### src/rtl/coef_word_packer_if.sv
// rtl/coef_word_packer_if.sv - coefficient stream handshake bundle for coef_word_packer
interface coef_word_packer_if #(
    parameter int COEF_WIDTH = 16
) ();
    logic                  in_valid;
    logic                  in_ready;
    logic [COEF_WIDTH-1:0] in_coef;
    logic                  in_last;

    // Coefficient source (NTT/arith datapath side)
    modport master (
        output in_valid,
        output in_coef,
        output in_last,
        input  in_ready
    );

    // Packer side
    modport slave (
        input  in_valid,
        input  in_coef,
        input  in_last,
        output in_ready
    );
endinterface

### src/rtl/coef_word_packer.sv
// rtl/coef_word_packer.sv - packs narrow coefficients into wide FIFO words with pad-and-flush on last
module coef_word_packer #(
    parameter int COEF_WIDTH = 16,
    parameter int WORD_WIDTH = 64,
    parameter int PAD_VALUE  = 0
) (
    input  logic                  clk,
    input  logic                  rst_n,
    input  logic                  flush_en,
    coef_word_packer_if.slave     in_if,
    input  logic                  fifo_full,
    output logic                  fifo_enqueue_en,
    output logic [WORD_WIDTH-1:0] fifo_value,
    output logic                  poly_done,
    output logic [15:0]           words_enq
);
    localparam int LANES = WORD_WIDTH / COEF_WIDTH;
    localparam int LW    = (LANES > 1) ? $clog2(LANES) : 1;

    localparam logic [COEF_WIDTH-1:0] PAD_LANE = COEF_WIDTH'(PAD_VALUE);
    localparam logic [WORD_WIDTH-1:0] PAD_WORD = {LANES{PAD_LANE}};
    localparam logic [LW-1:0]         LAST_LANE = LW'(LANES - 1);

    if ((WORD_WIDTH % COEF_WIDTH) != 0 || LANES < 2) begin : g_bad_params
        $error("coef_word_packer: WORD_WIDTH must be a multiple of COEF_WIDTH with at least 2 lanes");
    end

    logic [WORD_WIDTH-1:0] acc;
    logic [LW-1:0]         lane;
    logic [WORD_WIDTH-1:0] out_word;
    logic                  out_valid;
    logic                  out_last;

    logic                  xfer;
    logic                  closing;
    logic [WORD_WIDTH-1:0] next_word;

    // Output slot is free, or it drains into the FIFO this very cycle.
    assign in_if.in_ready  = !out_valid || !fifo_full;
    assign xfer            = in_if.in_valid && in_if.in_ready;
    assign closing         = (lane == LAST_LANE) || in_if.in_last;

    assign fifo_enqueue_en = out_valid && !fifo_full && !flush_en;
    assign fifo_value      = out_word;
    assign poly_done       = fifo_enqueue_en && out_last;

    // Insert the incoming coefficient into the current lane; higher lanes already hold PAD.
    always_comb begin
        next_word = acc;
        next_word[lane*COEF_WIDTH +: COEF_WIDTH] = in_if.in_coef;
    end

    // Accumulator, output slot and enqueue counter; flush_en outranks every other event.
    always_ff @(posedge clk or negedge rst_n) begin
        if (!rst_n) begin
            acc       <= PAD_WORD;
            lane      <= '0;
            out_word  <= '0;
            out_valid <= 1'b0;
            out_last  <= 1'b0;
            words_enq <= 16'd0;
        end else if (flush_en) begin
            acc       <= PAD_WORD;
            lane      <= '0;
            out_word  <= '0;
            out_valid <= 1'b0;
            out_last  <= 1'b0;
            words_enq <= 16'd0;
        end else begin
            if (fifo_enqueue_en) begin
                words_enq <= words_enq + 16'd1;
            end
            if (xfer && closing) begin
                // A fresh word replaces a draining one, so out_valid never bubbles.
                out_word  <= next_word;
                out_valid <= 1'b1;
                out_last  <= in_if.in_last;
                acc       <= PAD_WORD;
                lane      <= '0;
            end else begin
                if (xfer) begin
                    acc  <= next_word;
                    lane <= lane + LW'(1);
                end
                if (fifo_enqueue_en) begin
                    out_valid <= 1'b0;
                    out_last  <= 1'b0;
                end
            end
        end
    end

    a_no_enq_when_full: assert property (@(posedge clk) disable iff (!rst_n)
        !(fifo_enqueue_en && fifo_full));

endmodule

### src/flat_wrapper.sv
// flat-port wrapper written by rule: the top's interface ports become plain ports
module coef_word_packer_flat 
#(
    parameter int COEF_WIDTH = 16,
    parameter int WORD_WIDTH = 64,
    parameter int PAD_VALUE  = 0
)
  (clk, rst_n, flush_en, fifo_full, fifo_enqueue_en, fifo_value, poly_done, words_enq, in_if_in_valid, in_if_in_coef, in_if_in_last, in_if_in_ready);
  coef_word_packer_if #(.COEF_WIDTH(COEF_WIDTH)) in_if_i ();
  input  logic clk;
  input  logic rst_n;
  input  logic flush_en;
  input  logic fifo_full;
  output logic fifo_enqueue_en;
  output logic [WORD_WIDTH-1:0] fifo_value;
  output logic poly_done;
  output logic [15:0] words_enq;
  input wire logic [$bits(in_if_i.in_valid)-1:0] in_if_in_valid;
  input wire logic [$bits(in_if_i.in_coef)-1:0] in_if_in_coef;
  input wire logic [$bits(in_if_i.in_last)-1:0] in_if_in_last;
  output wire logic [$bits(in_if_i.in_ready)-1:0] in_if_in_ready;
  assign in_if_i.in_valid = in_if_in_valid;
  assign in_if_i.in_coef = in_if_in_coef;
  assign in_if_i.in_last = in_if_in_last;
  assign in_if_in_ready = in_if_i.in_ready;
  coef_word_packer #(.COEF_WIDTH(COEF_WIDTH), .WORD_WIDTH(WORD_WIDTH), .PAD_VALUE(PAD_VALUE)) u_core (.clk(clk), .rst_n(rst_n), .flush_en(flush_en), .in_if(in_if_i), .fifo_full(fifo_full), .fifo_enqueue_en(fifo_enqueue_en), .fifo_value(fifo_value), .poly_done(poly_done), .words_enq(words_enq));
endmodule
### config.mk
export PLATFORM = sky130hd
export DESIGN_NAME = coef_word_packer_flat
export DESIGN_NICKNAME = d
export VERILOG_FILES = /design/src/rtl/coef_word_packer_if.sv /design/src/rtl/coef_word_packer.sv /design/src/flat_wrapper.sv
export SDC_FILE = /design/constraint.sdc
export NUM_CORES = 1
export LEC_CHECK = 0
export ABC_AREA = 0
export CORE_MARGIN = 2
export CORE_UTILIZATION = 50
export CTS_BUF_LIST = sky130_fd_sc_hd__clkbuf_8
export DETAILED_ROUTE_END_ITERATION = 6
export PLACE_DENSITY_LB_ADDON = 0.05
export SLEW_MARGIN = 20
export SYNTH_ARGS = -nofsm -noshare
export SYNTH_HDL_FRONTEND = slang
export SYNTH_SLANG_ARGS = --single-unit
### constraint.sdc
create_clock -name clk -period 2.55 [get_ports clk]
set_input_delay 0.51 -clock clk [delete_from_list [all_inputs] [get_ports clk]]
set_output_delay 0.51 -clock clk [all_outputs]
set_load 0.005 [all_outputs]
==> Flow_metrics.wiki <==
{| class="wikitable"
! Metric !! Value
|-
| Status || complete, no violations
|-
| Arr. time, crit path || 1940 ps
|-
| RSZ-0062 raised after global routing || no
|-
| Total number of nets in the final design || 684
|-
| Leading area contributor after synthesis || sky130_fd_sc_hd__dfrtp_1
|-
| Count of state elements after synthesis || 148
|-
| Ant. Diodes || 0
|-
| Leak Pwr || 3.43 nW
|-
| Fraction of the cycle the final worst path needs || 96.2%
|-
| CP startpoint kind || input pin
|-
| Total DRC errors in the routed layout || 0
|-
| Iteration count of the initial detailed-routing pass || 5
|-
| CTS Buf Count || 17
|-
| Initial Utilization || 51.4%
|-
| Worst EP required || 2040 ps
|-
| Fin. Hold Viols || 0
|-
| Synthesized-area fraction occupied by adder cells || 1.21%
|-
| Worst setup margin || 97.8 ps
|-
| Critical-path cell with the highest stage delay || sky130_fd_sc_hd__clkdlybuf4s50_1
|-
| Setup CP Type || in -> out
|-
| # Post-CTS Setup Buffers || 0
|-
| Global-route wire length before repair || 25400 microns
|-
| Combined area of all synthesized cells || 0.00620 sq mm
|-
| Xor/xnor share of the synthesized area || 1.70%
|-
| Final Critical Period || 2450 ps
|-
| Sequential-to-total area share from yosys stat || 59.8%
|-
| CP max FO || 5
|-
| Average via count per standard cell || 5.89
|-
| Max transition margin || 42.5%
|-
| Buffer levels on the longest clock path || 2
|-
| Clock Pin Slew Worst Setup and Hold Paths || 70 ps
|-
| Final weighted congestion in routability-driven placement || 0.849
|-
| Clock tree from TritonCTS || done
|-
| Most frequent CP cell || sky130_fd_sc_hd__clkdlybuf4s50_1
|-
| Total die area || 0.0133 sq mm
|-
| CP peak stage delay || 500 ps
|-
| Overall routed net length || 15700 microns
|-
| GRT Total Usage || 25.3%
|-
| Number of DRC markers after the initial detailed-route iteration || 420
|-
| Post-detailed-route count of antenna-violating nets || 0
|-
| Width of the chip || 115 microns
|-
| Share of final-layout standard cells stronger than drive strength 1 || 9.90%
|-
| Post-synthesis net count || 573
|-
| Area share of the leading cell type in the synthesized netlist || 59.8%
|-
| Most used DFF post-synth || sky130_fd_sc_hd__dfrtp_1
|-
| Dominant cell by count in the synthesized netlist || sky130_fd_sc_hd__dfrtp_1
|-
| Post-cts gate resize count || 0
|-
| Crit. End Element || output port
|-
| Clock root cell || sky130_fd_sc_hd__clkbuf_8
|-
| Max-cap violations || 0
|-
| Compound-Gate Fraction of Synth Area || 17.1%
|-
| Unique masters post-synth || 35
|-
| Power per cell area || 600 mW/mm^2
|-
| Average footprint of a synthesized cell || 11.4 sq um
|-
| Simple-gate portion of the synthesized area || 16.4%
|-
| Crit path cell chain || clkdlybuf4s50_1 -> nand2b_1 -> nor2_1 -> and2_1 -> clkdlybuf4s50_1
|-
| Setup-failing EPs final || 0
|-
| Worst Hold Class || in -> async
|-
| Fill cells || 1020
|-
| Core box area || 0.0121 sq mm
|-
| Maximum operating frequency || 408 MHz
|-
| Worst Max-Slew Pin Slew || 856 ps
|-
| Dominant combinational cell family by area after synthesis || compound AO/OA/AOI/OAI gates
|-
| Maximum vdd drop || 0.365 mV
|-
| CTS HTree Levels || 4
|-
| Multiplexer area fraction after synthesis || 0.343%
|-
| Top-level I/O count || 105
|-
| Dpl hpwl || 10500 microns
|-
| Vias after detailed routing || 4915
|-
| Detailed-route wire length per cell || 18.8 microns
|-
| Dominant cells by area after synthesis || sky130_fd_sc_hd__dfrtp_1, sky130_fd_sc_hd__a221oi_1, sky130_fd_sc_hd__a22o_1, sky130_fd_sc_hd__nor3_1, sky130_fd_sc_hd__nor2_1
|-
| Gr ovfl total || 0
|-
| Top cells by count, synth || sky130_fd_sc_hd__dfrtp_1, sky130_fd_sc_hd__nor2_1, sky130_fd_sc_hd__nor3_1, sky130_fd_sc_hd__a221oi_1, sky130_fd_sc_hd__a22o_1
|-
| Number of max-slew violations in the final report || 0
|-
| # hold bufs at CTS || 0
|-
| Clk sinks || 148
|-
| TNS Setup || 0 ps
|-
| Clock Latency Late Sink || 450 ps
|-
| Area added between synthesis and finish || 26.8%
|-
| Post-route clock skew || 5.70 ps
|-
| Number of enable-type register cells in the synthesized netlist || 0
|-
| Number of standard-cell rows in the floorplan || 40
|-
| Die height || 115 microns
|-
| Total number of yosys warnings || 0
|-
| Worst slack after detailed placement || 55.5 ps
|-
| Async set-or-reset flop fraction in the synthesized netlist || 100%
|-
| Initial antenna violation count || 0
|-
| Number of standard cells after synthesis || 545
|-
| IO Port Bufs || 104
|-
| Maximum number of pins on one net before global-route repair || 71
|-
| Via count of the first global-routing pass || 4756
|}
-- worst max-delay path: cells and delay by family --
family,cells,cell delay (ps)
buffers and inverters,2,990
and+or+nand+nor,3,440
-- registers in the layout, summed over array words and instances, names as in the netlist --
signal and count:
u_core.acc 64, u_core.fifo_value 64, u_core.lane 2, u_core.out_last 1
u_core.out_valid 1, u_core.words_enq 16
-- stage by stage --
step                      instance area [sq um]  std cells  util, %  hold slack (ps)  power [mW]
final                                      7860        835     65.2             46.3        4.72
after detailed placement                   7500        805     62.2              472        3.12
after floorplan                            6200        545        -              214        2.76
after global routing                       7860        835     65.2             87.8        4.92
after global placement                     7500        805     62.2              469        3.11
after CTS                                  7860        835     65.1             78.7        4.75
-- kinds of logic after synthesis --
family / after synthesis
AND/OR/NAND/NOR: 202
buffers and inverters: 49
XOR/XNOR: 12
AO/OA/AOI/OAI: 126
multiplexers: 2
adder cells (fa/ha/maj): 6
flip-flops: 148
-- layer usage --
metal	GRT usage, %	up-vias	wire length, microns
met4	9.24	0	281
met2	39.5	142	7750
met3	5.32	20	672
met1	35.1	2502	7020
met5	0	-	0
li1	-	2251	-
-- final cells by class --
| cell class | count | area [sq um] | area share, % |
|---|---|---|---|
| Multi-Input combinational cell | 348 | 2280 | 29.0 |
| Sequential cell | 148 | 3700 | 47.1 |
| Clock buffer | 21 | 289 | 3.68 |
| Tap cell | 168 | 210 | 2.67 |
| Clock inverter | 9 | 65.1 | 0.828 |
| Inverter | 8 | 30.0 | 0.382 |
| Timing Repair Buffer | 133 | 1280 | 16.3 |
-- cells in the final DEF (no fill, tap or decap), types with 2 or more instances in the layout --
cell	count
sky130_fd_sc_hd__a22o_1	48
sky130_fd_sc_hd__nand4b_1	2
sky130_fd_sc_hd__buf_12	2
sky130_fd_sc_hd__nor2b_1	3
sky130_fd_sc_hd__a21oi_1	5
sky130_fd_sc_hd__and2_1	17
sky130_fd_sc_hd__xor2_1	2
sky130_fd_sc_hd__o21ai_1	3
sky130_fd_sc_hd__clkinv_1	4
sky130_fd_sc_hd__ha_1	6
sky130_fd_sc_hd__or3_1	2
sky130_fd_sc_hd__nor3_1	70
sky130_fd_sc_hd__clkdlybuf4s50_1	102
sky130_fd_sc_hd__inv_1	6
sky130_fd_sc_hd__clkbuf_8	21
sky130_fd_sc_hd__nor2_1	79
sky130_fd_sc_hd__o21ai_0	2
sky130_fd_sc_hd__inv_2	2
sky130_fd_sc_hd__nand4_1	4
sky130_fd_sc_hd__nor4_4	4
sky130_fd_sc_hd__xnor2_1	10
sky130_fd_sc_hd__nor4_1	5
sky130_fd_sc_hd__nand2_1	8
sky130_fd_sc_hd__nand3_1	6
sky130_fd_sc_hd__dfrtp_1	148
sky130_fd_sc_hd__buf_4	27
sky130_fd_sc_hd__clkinv_2	4
sky130_fd_sc_hd__a221oi_1	64
-- final timing paths --
path,from,end,slack (ps),cells after the start
min reg2reg,u_core.acc[54]$_DFFE_PN0P_,u_core.acc[54]$_DFFE_PN0P_,490,1
max reg2reg,u_core.lane[0]$_DFFE_PN0P_,u_core.fifo_value[63]$_DFFE_PN0P_,350,6
max in group asynchronous,rst_n,u_core.acc[54]$_DFFE_PN0P_,1730,2
min,rst_n,u_core.words_enq[5]$_DFFE_PN0P_,50,1
max,fifo_full,poly_done,100,5
min in group clk,u_core.acc[54]$_DFFE_PN0P_,u_core.acc[54]$_DFFE_PN0P_,490,1
-- power by group --
part	switching, mW	leakage, nW	internal (mW)
logic	0.334	1.20	0.264
clock network	0.807	0.202	0.842
registers	0.0453	2.03	2.42
(Power assumes the default switching activity.)
